`config.mk`:
```
export PLATFORM = sky130hd
export DESIGN_NAME = data_access_ctrl
export DESIGN_NICKNAME = d
export VERILOG_FILES = /design/src/rtl/data_access_ctrl.sv
export SDC_FILE = /design/constraint.sdc
export NUM_CORES = 1
export LEC_CHECK = 0
export CAP_MARGIN = 25
export CORE_ASPECT_RATIO = 0.6
export CORE_MARGIN = 10
export CORE_UTILIZATION = 30
export CTS_CLUSTER_SIZE = 24
export DETAILED_ROUTE_END_ITERATION = 10
export GPL_ROUTABILITY_DRIVEN = 0
export PLACE_DENSITY = 0.69
export SKIP_CTS_REPAIR_TIMING = 1
export SLEW_MARGIN = 0
export SYNTH_ARGS = -nofsm -noshare
export SYNTH_HDL_FRONTEND = slang
export SYNTH_SLANG_ARGS = --single-unit
```
`constraint.sdc`:
```
create_clock -name CLK -period 1.55 [get_ports CLK]
set_input_delay 0.2325 -clock CLK [delete_from_list [all_inputs] [get_ports CLK]]
set_output_delay 0.2325 -clock CLK [all_outputs]
set_load 0.1 [all_outputs]
```
`src/rtl/data_access_ctrl.sv`:
```
// Data-memory access controller: load hit/miss refill, write-through stores, timeout trap.
// Optional load-miss counter enabled by defining DATA_ACCESS_PERF_CNT_EN.
module data_access_ctrl #(
  parameter int unsigned TIMEOUT_CYCLES = 255
) (
  input  logic        CLK,
  input  logic        RST,
  input  logic        MemWrite,
  input  logic [1:0]  ResultSrc,
  input  logic        Hit,
  input  logic        Ready,
  output logic        MemRead,
  output logic        MemWriteReq,
  output logic        Refill,
  output logic        Stall,
  output logic        Error,
  output logic [15:0] MissCount
);

  typedef enum logic [2:0] {
    IDLE       = 3'd0,
    MISS_WAIT  = 3'd1,
    WRITE_WAIT = 3'd2,
    DONE       = 3'd3,
    ERR        = 3'd4
  } state_t;

  // Last counter value a wait state may show; without Ready the next edge would reach the limit.
  localparam logic [7:0] WAIT_LAST = 8'(TIMEOUT_CYCLES - 1);

  state_t     state;
  state_t     state_next;
  logic [7:0] wait_cnt;
  logic       held_load;
  logic       is_store;
  logic       is_load;
  logic       in_wait;
  logic       at_limit;
  logic       rd;
  logic       wr;
  logic       fill;
  logic       stl;
  logic       err;

  assign is_store = MemWrite;
  assign is_load  = !MemWrite && (ResultSrc == 2'b01);
  assign in_wait  = (state == MISS_WAIT) || (state == WRITE_WAIT);
  assign at_limit = (wait_cnt == WAIT_LAST);

  // State register
  always_ff @(posedge CLK or negedge RST) begin
    if (!RST) begin
      state <= IDLE;
    end else begin
      state <= state_next;
    end
  end

  // Wait counter and record of whether the pending instruction is a load
  always_ff @(posedge CLK or negedge RST) begin
    if (!RST) begin
      wait_cnt  <= 8'd0;
      held_load <= 1'b0;
    end else begin
      if (in_wait && !Ready) begin
        wait_cnt <= wait_cnt + 8'd1;
      end else begin
        wait_cnt <= 8'd0;
      end
      if (state == IDLE) begin
        held_load <= is_load;
      end else begin
        held_load <= held_load;
      end
    end
  end

  // Next-state and request decode
  always_comb begin
    state_next = state;
    rd         = 1'b0;
    wr         = 1'b0;
    fill       = 1'b0;
    stl        = 1'b0;
    err        = 1'b0;
    case (state)
      IDLE: begin
        if (is_store) begin
          wr         = 1'b1;
          stl        = 1'b1;
          state_next = WRITE_WAIT;
        end else if (is_load) begin
          rd = 1'b1;
          if (!Hit) begin
            stl        = 1'b1;
            fill       = 1'b1;
            state_next = MISS_WAIT;
          end else begin
            state_next = IDLE;
          end
        end else begin
          state_next = IDLE;
        end
      end
      MISS_WAIT: begin
        stl  = 1'b1;
        fill = 1'b1;
        if (Ready) begin
          state_next = DONE;
        end else if (at_limit) begin
          state_next = ERR;
        end else begin
          state_next = MISS_WAIT;
        end
      end
      WRITE_WAIT: begin
        stl = 1'b1;
        wr  = 1'b1;
        if (Ready) begin
          state_next = DONE;
        end else if (at_limit) begin
          state_next = ERR;
        end else begin
          state_next = WRITE_WAIT;
        end
      end
      DONE: begin
        rd         = held_load;
        state_next = IDLE;
      end
      ERR: begin
        stl        = 1'b1;
        err        = 1'b1;
        state_next = ERR;
      end
      default: begin
        state_next = IDLE;
      end
    endcase
  end

  // While reset is held only the load read-enable may pass through.
  assign MemRead     = rd;
  assign MemWriteReq = wr   & RST;
  assign Refill      = fill & RST;
  assign Stall       = stl  & RST;
  assign Error       = err  & RST;

`ifdef DATA_ACCESS_PERF_CNT_EN
  logic [15:0] miss_cnt;

  // Saturating count of IDLE to MISS_WAIT transitions
  always_ff @(posedge CLK or negedge RST) begin
    if (!RST) begin
      miss_cnt <= 16'h0000;
    end else if ((state == IDLE) && is_load && !Hit && (miss_cnt != 16'hFFFF)) begin
      miss_cnt <= miss_cnt + 16'h0001;
    end else begin
      miss_cnt <= miss_cnt;
    end
  end

  assign MissCount = miss_cnt;
`else
  assign MissCount = 16'h0000;
`endif

endmodule
```
# After elaboration in Yosys (flattened, before gate mapping)
# Cells that the tools add are included.
[op_classes] mux=21 eq_ne=6 bitwise=4 reduce_logical=7 n_addsub=1
[ops] cell="two-way mux 3 bit" n=6
[ops] cell="case mux 3 bit (4 select lines)" n=1
[ops] cell="two-way mux 1 bit" n=9
[ops] cell="adder 8 x 1 -> 8 bit (second input constant)" n=1
[ops] cell="equality test 8 bit (second input constant)" n=1
[ops] cell="two-way mux 8 bit" n=1
[ops] cell="case mux 1 bit (2 select lines)" n=4
[ops] cell="equality test 3 x 2 -> 1 bit (second input constant)" n=2
[ops] cell="bitwise AND 1 bit" n=4
[ops] cell="equality test 3 x 1 -> 1 bit (second input constant)" n=1
[ops] cell="equality test 3 bit (second input constant)" n=1
[ops] cell="zero test 3 bit" n=1
[ops] cell="OR reduction 3 bit" n=1
[ops] cell="equality test 2 x 1 -> 1 bit (second input constant)" n=1
[ops] cell="logical AND 1 bit" n=2
[ops] cell="zero test 1 bit" n=2
[ops] cell="logical OR 1 bit" n=1
[totals] ff_bits=12 out_inout_bits=21 wordCells=42

# Longest topological paths before layout
# Gate-level depths: netlist of the first run.
[depth] word_depth=6 depth_mapped=5 mapped_depth_nobuf=5

# Worst setup path before layout of the first run
# Ideal clock, no wire load.
[synth_timing] kind="register to output" startpoint="reg state[1]" endpoint="out MemRead" n_path_buf=1 arrival_time_ns=2.795 path_stages_with_launch=4 setup_slack_ns=-1.478 path_cell_list="dfrtp_1 -> clkbuf_1 -> nand2_1 -> o21ai_0"
[synth_via] elab_chain_len=2 word_cells_on_any_way=3 classes_between="eq/ne (1); mux (1); reduce/logical (1)"
[synth_rtl] item="start: declaration" line_no="31" rtl="state_t state;"
[synth_rtl] item="start signal: assignment" line_no="55" rtl="state <= state_next;"
[synth_rtl] item="equality test 3 x 2 -> 1 bit / zero test 3 bit (equally long branches)" line_no="86" rtl="case (state)"
[synth_rtl] item="case mux 1 bit (2 select lines) (*)" line_no="86"
[synth_rtl] item="end: declaration" line_no="12" rtl="output logic MemRead,"
# Mark *: on every way between the ends. The rest lies on a longest branch, timed or not.

# Worst setup path after layout of the first run
[layout_timing] startpoint="reg state[0]" endpoint="out Stall"
[layout_via] elab_chain_len=4 word_cells_on_any_way=7 classes_between="eq/ne (3); mux (1); bitwise (1); reduce/logical (2)"
[layout_rtl] item="equality test 3 x 1 -> 1 bit, or another cell as far along" line_no="86"
[layout_rtl] item="OR reduction 3 bit (no line)"
[layout_rtl] item="case mux 1 bit (2 select lines) (*)" line_no="86"
[layout_rtl] item="bitwise AND 1 bit (*)" line_no="146" rtl="assign Stall = stl & RST;"
[layout_rtl] item="end: declaration" line_no="15" rtl="output logic Stall,"
# Marked as above.

==> impl_metrics.py, run 1 <==
metrics = {
    "global_routing": {
        "grt_max_degree": 10,
        "grt.total_usage_pct": 7.682,
        "grt_pass1_vias": 701,
        "antenna_found_initial": 0,
        "grt_overflow_total": 0,
        "grt_first_pass_wirelength_mm": 3.146,
    },
    "setup_path": {
        "end_kind": "primary output",
        "cp_cell_sequence": "nor4_4 -> nand2_2 -> a21oi_4 -> buf_12",
        "cp_max_fo": 4,
        "worstReg2RegStart": "state[1]",
        "cp_data_arrival_time_ns": 1.54,
        "slowest_stage": "dfrtp_2",
        "crit_required_ns": 1.32,
        "crit_start": "state[0]",
        "crit_path_start_kind": "flip-flop",
        "cpPeakStageDelay_ns": 0.44,
        "path_class": "reg -> out",
        "reg2reg_slack_ns": 0.09,
    },
    "routing": {
        "met2_length_um": 915,
        "drc": 0,
        "dr.first_iter.drc_count": 26,
        "wl_met3_um": 72,
        "wire_per_inst_um": 12.66,
        "drt_wl_total_mm": 1.873,
        "first_pass_iters": 4,
        "m1WireLength_um": 822,
        "routed.top_layer": "met4",
        "post_drt_via_cell_ratio": 4.507,
        "via_count": 667,
        "antenna_left": 0,
    },
    "finish": {
        "multiInputGateArea_um2": 486.7,
        "final_nets": 126,
        "seqCellArea_um2": 302.8,
        "n_antenna_cell": 0,
        "area_growth_pct": 43.60,
        "layout.cells.non_filler": 148,
        "drive_gt1_share_pct": 37.93,
        "fillCellCount": 248,
    },
    "sta": {
        "finalMaxSlewViolations": 0,
        "rsz0062_at_grt": "yes",
        "fin_crit_ns": 1.773,
        "clock-skew-final_ns": 0.001608,
        "tns_ns": -0.6817,
        "fin_crit_sh_pct": 114.4,
        "worst_slack_ns": -0.2228,
        "setup_violations": 5,
        "hold_viol": 0,
        "holdWs_ns": 0.4741,
        "fmax_ghz": 0.5641,
    },
    "synthesis": {
        "synth_top_flop_cell": "dfrtp_1",
        "seq_area_frac_synth_pct": 36.59,
        "synth_cells": 90,
        "ys_ff_latch": 12,
        "synth.area.top_cells": "dfrtp_1 (37%), buf_4 (15%), nor2_2 (3.8%)",
        "netlist.area_leader.share_pct": 36.59,
        "yosys.cell_types.count": 33,
        "yosysTopAreaCell": "dfrtp_1",
        "async_reset_ff_share_pct": 100.0,
        "avgSynthCellArea_um2": 9.120,
        "synth_edf_count": 0,
        "syn-cell-area_um2": 820.8,
        "yosysWarnings": 0,
    },
    "die": {
        "dieHeight_um": 60.52,
        "die_w_um": 87.53,
        "rows": 14,
        "start_util_pct": 32.09,
        "core_mm2": 0.002557,
        "io_pins": 28,
        "design.die.area_mm2": 0.005297,
    },
    "cts": {
        "root_buffer": "clkbuf_8",
        "cts_max_level": 1,
        "clk_latency_ns": 0.23,
        "clock-sinks": 12,
        "clk_path_buf_depth": 2,
        "cts_tree": "yes",
        "path_clk_slew_ns": 0.05,
        "numCtsBuffers": 3,
    },
    "placement": {
        "place_inst": 144,
        "io_buffers": 11,
        "dp_slack_ns": -0.2746,
        "dp_hpwl_mm": 1.602,
    },
    "pwr": {
        "power_density_mw_per_mm2": 1591,
        "irDropWorstVdd_v": 0.0007505,
        "leakagePower_nw": 0.5104,
    },
    "worst_hold_path": {
        "hold_path_class": "in -> async",
    },
    "job": {
        "cap_violations": 0,
    },
    "status": {
        "violations": "setup timing",
        "status": "finished with violations",
    },
}
[metrics by stage]
step                cell area [um^2]  utilization (%)  power, mW
floorplan                      954.7                -      1.262
global placement                1107            43.30      1.488
detailed placement              1107            43.30      1.510
CTS                             1162            45.45      1.852
global route                    1179            46.09      1.985
finish                          1179            46.09      1.875
[cell usage after synthesis (2+ instances only)]
cell	instances
nor2_1	4
inv_1	2
xnor2_1	2
or3_1	4
buf_4	16
ha_1	2
nand2_1	5
nor2_2	5
a21oi_1	2
dfrtp_1	12
buf_6	2
xor2_1	2
nand3_1	5
a21oi_2	3
o21ai_0	6
[critical path, delay by kind of cell, from the launching register on]
kind                   cells  cell delay, ns
buffers and inverters      1            0.19
DFF                        1            0.44
AOI/OAI and AO/OA          1            0.18
and+or+nand+nor            2            0.49
[cells in the final DEF (no fill, tap or decap), types with 2 or more instances in the layout]
cell              n
buf_12            5
ha_1              2
or3_1             4
conb_1           16
a21oi_2           3
clkdlybuf4s50_1   5
nand3_1           5
dfrtp_1          10
o21ai_0           3
nor2_1            3
dfrtp_2           2
xor2_1            2
clkbuf_8          4
xnor2_1           2
nand2_1           4
nor2_2            5
inv_1             2
buf_4            15
[sequential cells by signal, summed over array words and instances (netlist names)]
register and cells:
wait_cnt 8, state 3, held_load 1
[cells by family after synthesis]
kind of cell | count (synthesis) | synth area share [%]
AND/OR/NAND/NOR | 32 | 22.10
AO/OA/AOI/OAI | 16 | 12.96
flip-flops | 12 | 36.59
buffers and inverters | 22 | 19.36
other | 1 | 0.4569
XOR/XNOR | 4 | 4.269
multiplexers | 1 | 1.220
adder cells (fa/ha/maj) | 2 | 3.048
[layer usage]
layer	vias to the layer above	global-route usage (%)
met5	-	0
met4	0	4.977
met3	4	2.540
met2	17	13.33
met1	322	8.003
li1	324	-
[worst paths after layout]
path                          endpoint  depth (start not counted)
max                              Stall                          4
min                           state[2]                          2
max reg2reg                wait_cnt[7]                          5
min reg2reg                  held_load                          2
max in group asynchronous     state[1]                          3
min in group CLK             held_load                          2
[final cells by class]
class	count	share of cell area, %
sequential	12	25.69
tap	32	3.397
timing repair buffer	27	24.31
clock buffer	4	4.671
multi-input combinational	71	41.30
inverter	2	0.6369
[power by group]
| part | internal (mW) | switching, mW |
|---|---|---|
| logic | 0.389 | 0.667 |
| registers | 0.376 | 0.110 |
| clock network | 0.224 | 0.109 |
No activity file was read; power rests on OpenSTA's default activity.
==> run 2, diff against run 1 <==
--- a/config.mk
+++ b/config.mk
@@ -5,6 +5,7 @@
 export SDC_FILE = /design/constraint.sdc
 export NUM_CORES = 1
 export LEC_CHECK = 0
+export ABC_AREA = 1
 export CAP_MARGIN = 25
 export CORE_ASPECT_RATIO = 0.6
 export CORE_MARGIN = 10
==> run 2 against run 1 <==
Net effect: the flow still finishes with violations (setup timing); final cell count up 13%; critical path depth up 2; combinational power barely moved; count of clock-buffer cells in the layout stayed put; via count grew 7.3%; sequential power decreased by 7.2%; design area fell by 2.3%; clock power is 6% higher; sequential share of layout area grew 0.51 points; fmax grew 7.2%; worst setup slack improved by 0.12 ns; critical path type unchanged; largest power group unchanged; highest routed layer unchanged.
==> impl_metrics.py, run 2 <==
metrics = {
    "routing": {
        "drt_wl_total_mm": 2.022,
        "post_drt_via_cell_ratio": 4.287,
        "via_count": 716,
        "wire_per_inst_um": 12.11,
        "dr.first_iter.drc_count": 35,
        "first_pass_iters": 4,
        "drc": 0,
        "antenna_left": 0,
    },
    "cts": {
        "clk_latency_ns": 0.25,
        "cts_tree": "yes",
        "cts_max_level": 1,
        "root_buffer": "clkbuf_8",
        "path_clk_slew_ns": 0.06,
        "clk_path_buf_depth": 2,
        "clock-sinks": 12,
        "numCtsBuffers": 3,
    },
    "synthesis": {
        "synth_common_cells": "nand2_1 (27), nor2_1 (21), buf_4 (16)",
        "synthMuxAreaShare_pct": 0,
        "avgSynthCellArea_um2": 7.275,
        "synth_most_common_cell": "nand2_1",
        "synth_cells": 113,
        "syn-cell-area_um2": 822.0,
        "yosysTopAreaCell": "dfrtp_1",
        "synthXorXnorAreaFrac_pct": 3.196,
        "yosys.area_share.simple_pct": 33.49,
        "async_reset_ff_share_pct": 100.0,
        "synth_top_family_by_area": "simple AND/OR/NAND/NOR gates",
        "seq_area_frac_synth_pct": 36.53,
        "synth_top_flop_cell": "dfrtp_1",
        "synth_edf_count": 0,
        "ys_ff_latch": 12,
        "netlist.area_leader.share_pct": 36.53,
        "yosys.cell_types.count": 18,
        "synth.area.top_cells": "dfrtp_1 (37%), buf_4 (15%), nand2_1 (12%)",
        "synthAdderAreaFrac_pct": 3.044,
        "synth_compound_area_share_pct": 2.740,
        "yosysWarnings": 0,
    },
    "finish": {
        "fillCellCount": 234,
        "design_area_mm2": 0.001151,
        "drive_gt1_share_pct": 28.15,
        "largestRegisters": "wait_cnt (8), state (3), held_load (1)",
        "fin_util_pct": 45.01,
        "area_growth_pct": 40.03,
        "n_antenna_cell": 0,
        "layout_common_cells": "nand2_1 (23), nor2_1 (17), conb_1 (16), dfrtp_1 (11), inv_1 (9)",
        "regMostFlops": "wait_cnt",
        "final_nets": 145,
        "largest_register_ffs": 8,
        "final_common_cell": "nand2_1",
    },
    "sta": {
        "clock-skew-final_ns": 0.004480,
        "holdWs_ns": 0.3140,
        "fin_crit_ns": 1.654,
        "rsz0062_at_grt": "yes",
        "setup_violations": 5,
        "fin_crit_sh_pct": 106.7,
        "hold_viol": 0,
        "finalMaxSlewViolations": 0,
        "fmax_ghz": 0.6044,
        "tns_ns": -0.2836,
        "worst_slack_ns": -0.1044,
    },
    "global_routing": {
        "grt_overflow_total": 0,
        "antenna_found_initial": 0,
        "grt_pass1_vias": 705,
        "grt_max_degree": 13,
        "grt.total_usage_pct": 7.628,
        "grt_first_pass_wirelength_mm": 3.187,
    },
    "setup_path": {
        "cp_max_fo": 5,
        "end_kind": "primary output",
        "crit_required_ns": 1.32,
        "crit_path_start_kind": "flip-flop",
        "cp_data_arrival_time_ns": 1.42,
        "path_class": "reg -> out",
    },
    "die": {
        "io_pins": 28,
        "start_util_pct": 32.14,
        "die_w_um": 87.58,
        "dieHeight_um": 60.55,
        "rows": 14,
        "core_mm2": 0.002557,
        "design.die.area_mm2": 0.005303,
    },
    "job": {
        "cap_violations": 0,
    },
    "pwr": {
        "leakagePower_nw": 0.5687,
        "power_density_mw_per_mm2": 1590,
        "irDropWorstVdd_v": 0.0004873,
    },
    "worst_hold_path": {
        "hold_path_class": "in -> async",
    },
    "status": {
        "status": "finished with violations",
        "violations": "setup timing",
    },
    "placement": {
        "dp_hpwl_mm": 1.650,
        "io_buffers": 11,
        "dpl-instance-area_mm2": 0.001027,
    },
}
==> run 2: changes by cell type in the layout (fill, tap and decap cells not counted), sizes merged, moves of 2 or more <==
cell	before	now
buf	21	13
o21ai	6	0
a21oi	5	3
inv	2	13
or3	4	0
nor2	9	22
nand3	5	9
nand2	5	27
==> run 2: metrics by stage <==
step / instances / total power, mW / setup WS (ns)
finish: 167 / 1.830 / -0.1044
global route: 167 / 1.927 / -0.1668
CTS: 164 / 1.738 / -0.1966
detailed placement: 160 / 1.382 / -0.1045
global placement: 160 / 1.357 / -0.03486
floorplan: 128 / 1.149 / -0.1232
==> run 2: cells by family after synthesis <==
| group | count (synthesis) |
|---|---|
| AOI/OAI and AO/OA | 4 |
| xor gates and xnor gates | 3 |
| adders and majority gates | 2 |
| buffers and inverters | 29 |
| DFF | 12 |
| other | 1 |
| and+or+nand+nor | 62 |
==> run 2: worst paths after layout <==
path,slack [ns],cells after the start,to,from
max in group asynchronous,1.06,2,state[1],RST
worst max-delay path,-0.10,6,Stall,state[1]
worst max register to register,0.36,5,wait_cnt[4],state[0]
worst min-delay path,0.31,2,state[2],RST
min in group CLK,0.39,6,held_load,ResultSrc[1]
worst min register to register,0.49,2,held_load,held_load
==> run 2: final cells by class <==
class / instances / area [um^2] / area share, %
flip-flops and latches: 12 / 301.5 / 26.20
clock buffers: 4 / 55.05 / 4.783
inverters: 13 / 51.30 / 4.457
well taps: 32 / 40.04 / 3.478
repair buffers: 19 / 225.2 / 19.57
multi-input cells: 87 / 478.0 / 41.52
==> run 2: critical path, cell delays in order (launching register included) <==
cell     delay, ns
dfrtp_2       0.45
nor2_4        0.15
nand2_4       0.09
inv_4         0.07
nand3_2       0.08
and2_4        0.17
buf_12        0.16
==> run 2: layer usage <==
layer / GRT usage (%) / up-vias / share of wire (%)
li1: - / 359 / -
met1: 8.848 / 335 / 43
met2: 12.60 / 18 / 49
met3: 2.273 / 4 / 5.9
met4: 4.072 / 0 / 1.3
met5: 0 / - / 0
==> run 2: where the power goes <==
group	total, mW	switching (mW)	internal, mW
logic	1.03	0.707	0.320
clock network	0.352	0.127	0.225
registers	0.451	0.0771	0.374
==> run 3, diff against run 2 <==
--- a/config.mk
+++ b/config.mk
@@ -10,6 +10,7 @@
 export CORE_ASPECT_RATIO = 0.6
 export CORE_MARGIN = 10
 export CORE_UTILIZATION = 30
+export CTS_CLUSTER_DIAMETER = 80
 export CTS_CLUSTER_SIZE = 24
 export DETAILED_ROUTE_END_ITERATION = 10
 export GPL_ROUTABILITY_DRIVEN = 0
==> results of run 3 <==
The final DEF is identical to that of run 2; final timing and power are the same.
